## src/rtl/credit_tx.sv

```systemverilog
// Credit-flow transmitter: 2-entry input skid FIFO feeding one-cycle tx pulses,
// gated by a saturating credit counter replenished by the remote receiver.
module credit_tx #(
  parameter int DATA_WIDTH   = 32,
  parameter int MAX_CREDITS  = 8,
  parameter int INIT_CREDITS = MAX_CREDITS,
  localparam int CW          = $clog2(MAX_CREDITS + 1)
) (
  input  logic                  clk,
  input  logic                  rst,
  input  logic                  in_valid,
  input  logic [DATA_WIDTH-1:0] in_data,
  output logic                  in_ready,
  output logic                  tx_valid,
  output logic [DATA_WIDTH-1:0] tx_data,
  input  logic                  credit_return,
  output logic [CW-1:0]         credits_avail,
  output logic                  overflow_err
);

  if (MAX_CREDITS < 1 || INIT_CREDITS > MAX_CREDITS || INIT_CREDITS < 0) begin : g_bad_params
    $error("credit_tx: require MAX_CREDITS >= 1 and 0 <= INIT_CREDITS <= MAX_CREDITS");
  end

  typedef enum logic [1:0] {
    EMPTY = 2'd0,
    ONE   = 2'd1,
    TWO   = 2'd2
  } occ_t;

  occ_t                  occ, occ_nxt;
  logic [DATA_WIDTH-1:0] slot0, slot1;
  logic [DATA_WIDTH-1:0] slot0_nxt, slot1_nxt;
  logic [DATA_WIDTH-1:0] tx_data_nxt;
  logic [CW-1:0]         credits_nxt;
  logic                  in_ready_nxt;
  logic                  tx_valid_nxt;
  logic                  overflow_nxt;
  logic                  insert;
  logic                  send;

  always_ff @(posedge clk or posedge rst) begin
    if (rst) begin
      occ <= EMPTY;
    end else begin
      occ <= occ_nxt;
    end
  end

  // slot0 is always the head; a pop shifts slot1 down into it.
  always_comb begin
    insert       = in_valid && in_ready;
    send         = (occ != EMPTY) && (credits_avail != '0);
    occ_nxt      = occ;
    slot0_nxt    = slot0;
    slot1_nxt    = slot1;
    tx_valid_nxt = 1'b0;
    tx_data_nxt  = tx_data;
    credits_nxt  = credits_avail;
    overflow_nxt = overflow_err;

    if (send) begin
      tx_valid_nxt = 1'b1;
      tx_data_nxt  = slot0;
      slot0_nxt    = slot1;
    end

    unique case (occ)
      EMPTY: begin
        if (insert) begin
          slot0_nxt = in_data;
          occ_nxt   = ONE;
        end
      end
      ONE: begin
        if (insert && send) begin
          slot0_nxt = in_data;
        end else if (insert) begin
          slot1_nxt = in_data;
          occ_nxt   = TWO;
        end else if (send) begin
          occ_nxt   = EMPTY;
        end
      end
      TWO: begin
        if (send) begin
          occ_nxt = ONE;
        end
      end
      default: occ_nxt = EMPTY;
    endcase

    in_ready_nxt = (occ_nxt != TWO);

    // A return coinciding with a send cancels out, so only a lone return can overflow.
    if (credit_return && !send) begin
      if (credits_avail == CW'(MAX_CREDITS)) begin
        overflow_nxt = 1'b1;
      end else begin
        credits_nxt = credits_avail + CW'(1);
      end
    end else if (send && !credit_return) begin
      credits_nxt = credits_avail - CW'(1);
    end
  end

  always_ff @(posedge clk or posedge rst) begin
    if (rst) begin
      slot0         <= '0;
      slot1         <= '0;
      in_ready      <= 1'b0;
      tx_valid      <= 1'b0;
      tx_data       <= '0;
      credits_avail <= CW'(INIT_CREDITS);
      overflow_err  <= 1'b0;
    end else begin
      slot0         <= slot0_nxt;
      slot1         <= slot1_nxt;
      in_ready      <= in_ready_nxt;
      tx_valid      <= tx_valid_nxt;
      tx_data       <= tx_data_nxt;
      credits_avail <= credits_nxt;
      overflow_err  <= overflow_nxt;
    end
  end

endmodule

```

## config.mk

```make
export PLATFORM = sky130hd
export DESIGN_NAME = credit_tx
export DESIGN_NICKNAME = d
export VERILOG_FILES = /design/src/rtl/credit_tx.sv
export SDC_FILE = /design/constraint.sdc
export NUM_CORES = 1
export LEC_CHECK = 0
export ABC_AREA = 1
export BUFFER_PORTS_ARGS = -buffer_cell sky130_fd_sc_hd__buf_2
export CAP_MARGIN = 20
export CORE_UTILIZATION = 25
export CTS_CLUSTER_DIAMETER = 60
export DETAILED_ROUTE_END_ITERATION = 8
export MAX_ROUTING_LAYER = met4
export PLACE_DENSITY_LB_ADDON = 0.15
export SLEW_MARGIN = 20
export SYNTH_ARGS = -nofsm -noshare
export SYNTH_HDL_FRONTEND = slang
export SYNTH_SLANG_ARGS = --single-unit
```

## constraint.sdc

```tcl
create_clock -name clk -period 7.3 [get_ports clk]
set_input_delay 0 -clock clk [delete_from_list [all_inputs] [get_ports clk]]
set_output_delay 0 -clock clk [all_outputs]
set_load 0.03 [all_outputs]
```

# --- Word level (Yosys, flattened, before mapping) ---
# Index checks and enable logic that the tools add are counted.
word_totals:
  reg_bits: 105
  wordCells: 44
  latchBits: 0
  n_memories: 0
  in_bits: 36
  output_inout_bits: 39
  romBits: 0
  ram_bits: 0
classes:
  n_mux: 14
  shift: 0
  bitwise: 1
  n_eq_ne: 5
  reduce_logical: 14
  n_mul: 0
  add_sub_neg: 2
  order_cmp: 0
  n_div: 0
ops:
  columns: ["cell", "n"]
  rows:
  - ["$mux 32", 3]
  - ["$pmux 32 s2", 1]
  - ["$mux 4", 3]
  - ["$mux 2", 5]
  - ["$pmux 2 s3", 1]
  - ["$logic_and 1x1->1", 5]
  - ["$add 4x1->4 const B", 1]
  - ["$eq 4x4->1 const B", 1]
  - ["$ne 2x2->1 const B", 2]
  - ["$reduce_and 2->1", 2]
  - ["$reduce_bool 2->1", 2]
  - ["$reduce_bool 4->1", 1]
  - ["$sub 4x1->4 const B", 1]
  - ["$reduce_and 3->1", 1]
  - ["$eq 2x1->1 const B", 1]
  - ["$eq 2x2->1 const B", 1]
  - ["$logic_not 1->1", 2]
  - ["$logic_not 2->1", 1]
  - ["$mux 1", 1]
  - ["$not 1->1", 1]

# --- Longest topological paths before layout ---
# Gate-level depths: netlist (run 1).
depth:
  depth_word: 7
  ltp_mapped: 14
  depth_no_buf: 13

# --- Least setup slack after synthesis (run 1) ---
# OpenSTA, ideal clock, no wires.
synth_path:
  path_kind: "register -> register"
  startpoint: "register credits_avail[0]"
  endpoint: "register credits_avail[3]"
  setup_time_ps: 76
  t_arrival_ps: 1965
  path_stages_with_launch: 15
  t_required_ps: 7224
  path_buffers: 1
  synth_period_minus_slack_ps: 2041
  path_slack_ps: 5259
  path_cell_list: "dfrtp_1 > nor2_2 > nand2_2 > nand2_4 > buf_6 > nand2_1 > ha_1 > nand2_1 > nand2_1 > nor2_1 > inv_1 > nand2_1 > nand3_1 > nand2_1 > nand2_1"
synth_via:
  elab_chain_cells: 6
  word_cells_on_any_way: 14
  cone_classes: "add/sub: 2; eq/ne: 2; mux: 3; reduce/logical: 7"
synth_rtl:
  columns: ["element", "line", "source"]
  rows:
  - ["from (decl)", "17", "output logic [CW-1:0] credits_avail,"]
  - ["from (signal assigned)", "114", "credits_avail <= CW'(INIT_CREDITS);"]
  - ["from (signal assigned)", "122", "credits_avail <= credits_nxt;"]
  - ["parallel branches: the longest is 6 deep, another holds $sub 4x1->4", null, null]
# Parallel ways; which one is timed is not known. The select of a mux whose other input is x is not followed.
# A chain may end at the register's enable or synchronous reset.

# --- Worst setup path in the final report (run 1) ---
layout_path:
  startpoint: "register credits_avail[1]"
  endpoint: "register credits_avail[3]"
# Same word-level chain as after synthesis.

==> results of run 1 <==
==> cell families (layout without fill, tap and decap cells) <==
family                   Yosys count  after routing  share of synthesized area, %
AND/OR/NAND/NOR                  136            136                          12.6
AO/OA/AOI/OAI                    129            129                          16.5
flip-flops                       105            105                          59.8
buffers and inverters             99            199                          9.68
adder cells (fa/ha/maj)            3              3                          1.02
XOR/XNOR                           2              2                         0.398
==> through the flow <==
step / worst slack (ns) / instance area, um^2 / instances
after global routing: 4.49 / 5580 / 799
after detailed placement: 4.79 / 4920 / 750
final: 4.83 / 5580 / 799
after global placement: 4.84 / 4920 / 750
after CTS: 4.76 / 5580 / 799
after floorplan: 4.54 / 4400 / 474
==> registers in the layout, summed over array words and instances, names as in the netlist <==
name	flops
credits_avail	4
in_ready	1
occ	2
slot1	32
slot0	32
tx_data	32
overflow_err	1
tx_valid	1
==> timing repair <==
| item | CTS | global route |
|---|---|---|
| endpoints found under the hold margin | 112 | 0 |
| hold buffers | 33 | 0 |
| setup endpoints to repair | 0 | 0 |
==> Yosys cell counts, drive strengths merged, types with 2 or more instances <==
| master | count | share of area (%) |
|---|---|---|
| nand2 | 119 | 11 |
| dfrtp | 104 | 59 |
| o21ai | 96 | 11 |
| inv | 73 | 6.2 |
| o211ai | 31 | 5.3 |
| buf | 22 | 3.0 |
| nand3 | 7 | 0.91 |
| nor2 | 7 | 0.65 |
| clkbuf | 4 | 0.40 |
| ha | 2 | 0.57 |
| xor2 | 2 | 0.40 |
==> worst max-delay path: stages (launching register included) <==
cell and delay, ns:
dfrtp_1 0.46, nor2_2 0.14, nand2_2 0.10, nand2_4 0.46, nand2_1 0.28, ha_1 0.39, nand2_1 0.08, nand2_1 0.05
nor2_1 0.13, nand3_1 0.11, nand3_1 0.12, nand2_1 0.05, nand2_1 0.05
==> routing by layer <==
| metal | up-vias | track usage (%) | wire length, um |
|---|---|---|---|
| met3 | 14 | 1.84 | 275 |
| li1 | 1705 | - | - |
| met4 | 0 | 5.99 | 208 |
| met1 | 1522 | 15.0 | 4690 |
| met2 | 53 | 17.9 | 4140 |
| met5 | - | - | 0 |
==> how the worst max path moves through the flow <==
| stage | start | cells past startpoint | end | slack [ns] |
|---|---|---|---|---|
| floorplan | rst | 1 | credits_avail[0] | 4.54 |
| global placement | credits_avail[0] | 13 | credits_avail[3] | 4.84 |
| detailed placement | credits_avail[0] | 12 | credits_avail[3] | 4.79 |
| CTS | credits_avail[0] | 12 | credits_avail[3] | 4.76 |
| global route | credits_avail[0] | 12 | credits_avail[3] | 4.49 |
| finish | credits_avail[1] | 12 | credits_avail[3] | 4.83 |
==> cell type report <==
cell class,count,area (um^2)
Multi-Input combinational cell,270,1340
Tap cell,225,282
Fill cell,1845,11700
Sequential cell,105,2630
Clock buffer,12,256
Clock inverter,4,75.1
Timing Repair Buffer,110,723
Inverter,73,277
==> power by group <==
part           switching (mW)  internal (mW)  total [mW]
clock network           0.214          0.320       0.534
logic                   0.780          0.369        1.15
registers               0.130          0.871        1.00
==> summary.txt, run 1 <==
Run status
  – Status: finished clean

Die
  – Core area: 17200 um^2
  – Die footprint: 18100 um^2
  – Row cnt: 48
  – Initial core utilization: 25.5%
  – Num ports: 75
  – Die span in x: 135 um
  – Die Y: 135 um

Route
  – Vias: 3294
  – DRT Pass-1 Iters: 4
  – Post-route antenna net violation count: 0
  – DRC viols: 0
  – Vias per cell: 4.12
  – Final wirelength: 9310 um
  – Routed len/inst: 11.7 um
  – Initial DRC count: 186

GRT
  – First-pass GRT wire length: 16000 um
  – Vias in the first global route: 3190
  – GRT Resource Usage Total: 11.7%
  – Antenna violations before repair: 0
  – Grt ovf: 0
  – Largest net degree at the start of global routing: 69

Worst setup path
  – Arr. time, crit path: 2.76 ns
  – Worst Reg-to-Reg Cells: 12
  – CP Max Fanout: 65
  – Critical path start-end classification: register to register
  – Crit. End Element: register
  – Launching point of the worst reg2reg path: credits_avail[1]
  – R2R setup slack: 4.83 ns
  – Critical Path Start Type: register
  – Crit path required time: 7.59 ns
  – Reg2Reg Capture Point: credits_avail[3]

Logic synthesis
  – Synth unique cells: 27
  – Cell Area, Synth: 4400 um^2
  – Sequential cell area fraction in the yosys report: 59.8%
  – Top_reg_cell synth: dfrtp_1
  – Syn_nets: 513
  – Ys Warns: 0
  – Mean Syn Cell Area: 9.28 um^2
  – Number of synthesized flops with an enable pin: 0
  – #FFs+latches synth: 105
  – Post-synth ARST share: 100%
  – Cells after Synth: 474

Pwr
  – Worst VDD drop: 0.000172 V
  – Pwr dens: 481 nW/um^2
  – Leakage power total: 2.77 nW
  – Pwr Total: 2.68 mW

Clock tree
  – Clock-pin slew on the worst setup and hold paths: 0.07 ns
  – # clock sinks: 105
  – Worst skew pair latency: 0.35 ns
  – CTS Root Cell: clkbuf_16
  – Total CTS buffers: 9
  – CTS HTree Levels: 3
  – Clock buffer depth: 2
  – PostCTS Resize Cnt: 0
  – Setup Fix Bufs, Post-CTS: 0
  – CTS tree: built

STA
  – Hold WS: 0.0284 ns
  – F_max: 0.404 GHz
  – Worst Max-Slew Pin Slew: 0.737 ns
  – RSZ-0062 raised after global routing: no
  – Final setup skew: 0.00795 ns
  – Final Setup Violations: 0
  – Max_slew headroom: 50.9%
  – Period Utilization, post-route: 33.9%
  – TNS Setup: 0 ns
  – Hold Fails Final Rpt: 0
  – Tmin final: 2.47 ns
  – Pins Over Slew Limit: 0

Worst hold path
  – Depth of the worst hold-timing path: 4
  – Hold Path End: credits_avail[3]
  – Hold Path Class: primary input to register
  – Hold wc startpoint: credit_return

Cells and area
  – Commonest non-fill, non-tap cell in the layout: nand2_1
  – Ratio of cells with drive above 1 in the final layout: 17.6%
  – Commonest cells after routing, fill and taps aside: 115 x nand2_1, 104 x dfrtp_1, 74 x buf_2, 71 x inv_1, 53 x o21ai_0
  – Post-layout util: 32.4%
  – Nets: 608
  – ANT cells: 0
  – P&R area growth vs syn: 27.0%

Flow run
  – Maxcap violations: 0

Placed design
  – GPL Wtd Cong: 0.706
  – PortBufs: 74
  – Hpwl dp: 5690 um
Power figures use the tool's default switching activity.
==> inputs of run 2 (changes only) <==
--- a/config.mk
+++ b/config.mk
@@ -5,7 +5,7 @@
 export SDC_FILE = /design/constraint.sdc
 export NUM_CORES = 1
 export LEC_CHECK = 0
-export ABC_AREA = 1
+export ABC_AREA = 0
 export BUFFER_PORTS_ARGS = -buffer_cell sky130_fd_sc_hd__buf_2
 export CAP_MARGIN = 20
 export CORE_UTILIZATION = 25
==> constraint.sdc (replaced) <==
create_clock -name clk -period 2.5 [get_ports clk]
set_input_delay 0 -clock clk [delete_from_list [all_inputs] [get_ports clk]]
set_output_delay 0 -clock clk [all_outputs]
set_load 0.03 [all_outputs]
==> run 2 against run 1 <==
Against the previous run:
- worst setup slack worse by 4.7 ns
- wire length increased by 9.0%
- core utilization increased by 0.63 points
- fmax up 3.1%
- via count shrank 4.1%
- global-route usage grew 0.42 points
- clock skew about the same
- critical path type unchanged
- highest routed layer unchanged
==> summary.txt, run 2 <==
Route
  – Post-route antenna net violation count: 0 (unchanged)
  – DRT Pass-1 Iters: 4 (unchanged)
  – Vias per cell: 4.31 (+4.4%)
  – Initial DRC count: 137 (-26%)
  – Final wirelength: 10100 um (+9.0%)
  – Routed len/inst: 13.8 um (+19%)
  – Vias: 3160 (-4.1%)
  – DRC viols: 0 (unchanged)

Pwr
  – Pwr dens: 1350 nW/um^2 (+180%)
  – Gate power share: 43.8% (+1.0 points)
  – Pwr Total: 7.74 mW (+190%)
  – Part of the power in registers: 38.3% (+1.0 points)
  – Clock Power Share: 17.9% (-2.0 points)
  – Worst VDD drop: 0.000679 V (+290%)
  – Leakage power total: 2.80 nW (+1.1%)
  – NetSw: 3.10 mW (+180%)
  – Sw Share: 40.1% (-1.8 points)
  – P_int: 4.64 mW (+200%)

Run status
  – Status: finished clean

Clock tree
  – Total CTS buffers: 9 (unchanged)
  – Clock buffer depth: 2 (unchanged)
  – CTS Root Cell: clkbuf_16
  – CTS tree: built
  – Worst skew pair latency: 0.35 ns (about the same)
  – CTS HTree Levels: 3 (unchanged)
  – # clock sinks: 105 (unchanged)
  – Clock-pin slew on the worst setup and hold paths: 0.07 ns (about the same)

STA
  – Final Setup Violations: 0 (unchanged)
  – Pins Over Slew Limit: 0 (unchanged)
  – RSZ-0062 raised after global routing: no
  – Tmin final: 2.40 ns (-0.0736 ns)
  – TNS Setup: 0 ns (unchanged)
  – Final setup skew: 0.00773 ns (-0.000217 ns)
  – Hold Fails Final Rpt: 0 (unchanged)
  – F_max: 0.417 GHz (+3.1%)
  – Period Utilization, post-route: 96.0% (+62 points)
  – Max_slew headroom: 53.0% (+2.1 points)
  – Worst Max-Slew Pin Slew: 0.703 ns (-0.0334 ns)

Logic synthesis
  – Top_reg_cell synth: dfrtp_1
  – Synth area leaders: dfrtp_1 59%, nand2_1 11%, mux2i_1 7.7%, mux2_2 6.9%, o21ai_0 2.6%
  – Syn_nets: 437 (-15%)
  – Cell Area, Synth: 4420 um^2 (+0.60%)
  – Post-synth ARST share: 100% (unchanged)
  – Synth unique cells: 39 (+44%)
  – #FFs+latches synth: 105 (unchanged)
  – Ys Warns: 0 (unchanged)
  – Yosys top cell area share: 58.8% (-0.35 points)
  – Number of synthesized flops with an enable pin: 0 (unchanged)
  – Mean Syn Cell Area: 11.1 um^2 (+20%)
  – Cells after Synth: 398 (-16%)
  – Commonest cells post-synth: 135 x nand2_1, 104 x dfrtp_1, 34 x mux2i_1, 27 x mux2_2, 23 x o21ai_0
  – Sequential cell area fraction in the yosys report: 59.4% (-0.36 points)
  – Largest area contributor in the netlist: dfrtp_1
  – Most frequent cell after synthesis: nand2_1

Die
  – Initial core utilization: 25.6% (+0.063 points)
  – Die Y: 135 um (+0.29%)
  – Core area: 17300 um^2 (+0.35%)
  – Row cnt: 48 (unchanged)
  – Num ports: 75 (unchanged)
  – Die span in x: 135 um (+0.29%)
  – Die footprint: 18200 um^2 (+0.59%)

GRT
  – Antenna violations before repair: 0 (unchanged)
  – Grt ovf: 0 (unchanged)
  – First-pass GRT wire length: 16500 um (+3.5%)
  – GRT Resource Usage Total: 12.1% (+0.42 points)
  – Vias in the first global route: 3142 (-1.5%)
  – Largest net degree at the start of global routing: 65 (-5.8%)

Worst setup path
  – CP Max Fanout: 7 (-89%)
  – Crit path required time: 2.78 ns (-4.81 ns)
  – Reg2Reg Capture Point: credits_avail[3]
  – Crit. End Element: register
  – Critical path start-end classification: register to register
  – R2R setup slack: 0.1 ns (-4.73 ns)
  – Launching point of the worst reg2reg path: credits_avail[3]
  – Worst Reg-to-Reg Cells: 8 (-4)
  – Arr. time, crit path: 2.68 ns (-0.08 ns)
  – Critical Path Start Type: register

Placed design
  – Hpwl dp: 6310 um (+11%)
  – PortBufs: 74 (unchanged)
  – GPL Wtd Cong: 0.748 (+5.9%)

Cells and area
  – Fill count: 1846 (+0.054%)
  – Commonest cells after routing, fill and taps aside: 134 x nand2_1, 101 x dfrtp_1, 74 x buf_2, 34 x mux2i_1, 33 x dlygate4sd3_1
  – P&R area growth vs syn: 29.2%
  – Area of the multi-input gates: 1680 um^2 (+25%)
  – Register area: 2630 um^2 (+0.14%)
  – ANT cells: 0 (unchanged)
  – Ratio of cells with drive above 1 in the final layout: 27.3% (+9.7 points)
  – Largest registers: slot0 x32, slot1 x32, tx_data x32
  – Commonest non-fill, non-tap cell in the layout: nand2_1
  – Nets: 544 (-11%)

Worst hold path
  – Hold Path End: overflow_err
  – Depth of the worst hold-timing path: 2 (-2)
  – Hold Path Class: primary input to register
  – Hold wc startpoint: credit_return

Flow run
  – Maxcap violations: 0 (unchanged)
[run 2: cell count changes after synthesis, sizes merged, moves of 4 or more]
cell    before  now
inv         73    2
o21ai       96   35
mux2i        0   34
mux2         0   33
o211ai      31    0
nand2      119  135
buf         22   15
clkbuf       4    8
nand3        7    3
[run 2: layer usage]
layer	part of all wire [%]	global-route usage [%]
met1	48	15.7
met2	46	18.1
met3	4.4	2.67
met4	1.8	5.24
met5	0	-
[run 2: per-stage QoR]
stage               utilization, %  cells  cell area (um^2)  hold WS [ns]  setup WS (ns)
finish                        33.0    734              5710        0.0990         0.0999
global route                  33.0    734              5710        0.0925       0.000196
CTS                           32.9    732              5690        0.0779         0.0574
detailed placement            29.3    684              5080         0.158         0.0712
global placement              29.3    684              5080         0.149          0.114
floorplan                        -    398              4460         0.117         -0.366
[run 2: cell families (layout without fill, tap and decap cells)]
logic type	count (synthesis)	after routing	share of synthesized area (%)
buffers and inverters	25	136	3.39
AO/OA/AOI/OAI	47	47	6.37
multiplexers	67	67	16.1
XOR/XNOR	2	2	0.396
adder cells (fa/ha/maj)	3	3	1.02
AND/OR/NAND/NOR	149	149	13.3
flip-flops	105	105	59.4
[run 2: worst max-delay path: stages (launching register included)]
cell,delay (ns)
dfstp_2,0.40
or4_4,0.60
o21ai_4,0.12
nand2_4,0.10
ha_1,0.29
nand3_1,0.07
nand2_1,0.11
mux2_2,0.34
a211o_1,0.30
[run 2: worst max-delay path by stage]
stage                       endpoint             start  depth (start not counted)  slack [ns]
finish              credits_avail[3]  credits_avail[3]                          8         0.1
global route        credits_avail[3]  credits_avail[3]                          8      0.0002
CTS                 credits_avail[3]  credits_avail[3]                          8        0.06
global placement    credits_avail[3]  credits_avail[3]                          8        0.11
detailed placement  credits_avail[3]  credits_avail[2]                          8        0.07
floorplan           credits_avail[3]  credits_avail[1]                         11       -0.37
[run 2: area by class of cell]
class                   count  area share [%]
well taps                 225            4.93
repair buffers            119            14.5
clock buffers              12            4.14
flip-flops and latches    105            46.1
inverters                   2           0.197
multi-input cells         268            29.4
clock inverters             3           0.745
[run 2: timing repair]
action                                 in CTS  in global routing
endpoints found under the hold margin      92                  0
setup endpoints to repair                   0                  1
resized for setup                           0                  1
hold buffers                               33                  0
buffers inserted                            0                  2
[run 2: power by group through the flow]
stage	Clock, mW	Sequential [mW]	Combinational, mW
finish	1.39	2.96	3.39
global route	1.50	3.08	3.76
CTS	1.45	2.98	3.41
detailed placement	0	3.00	3.36
global placement	0	2.97	3.31
floorplan	0	3.42	2.14
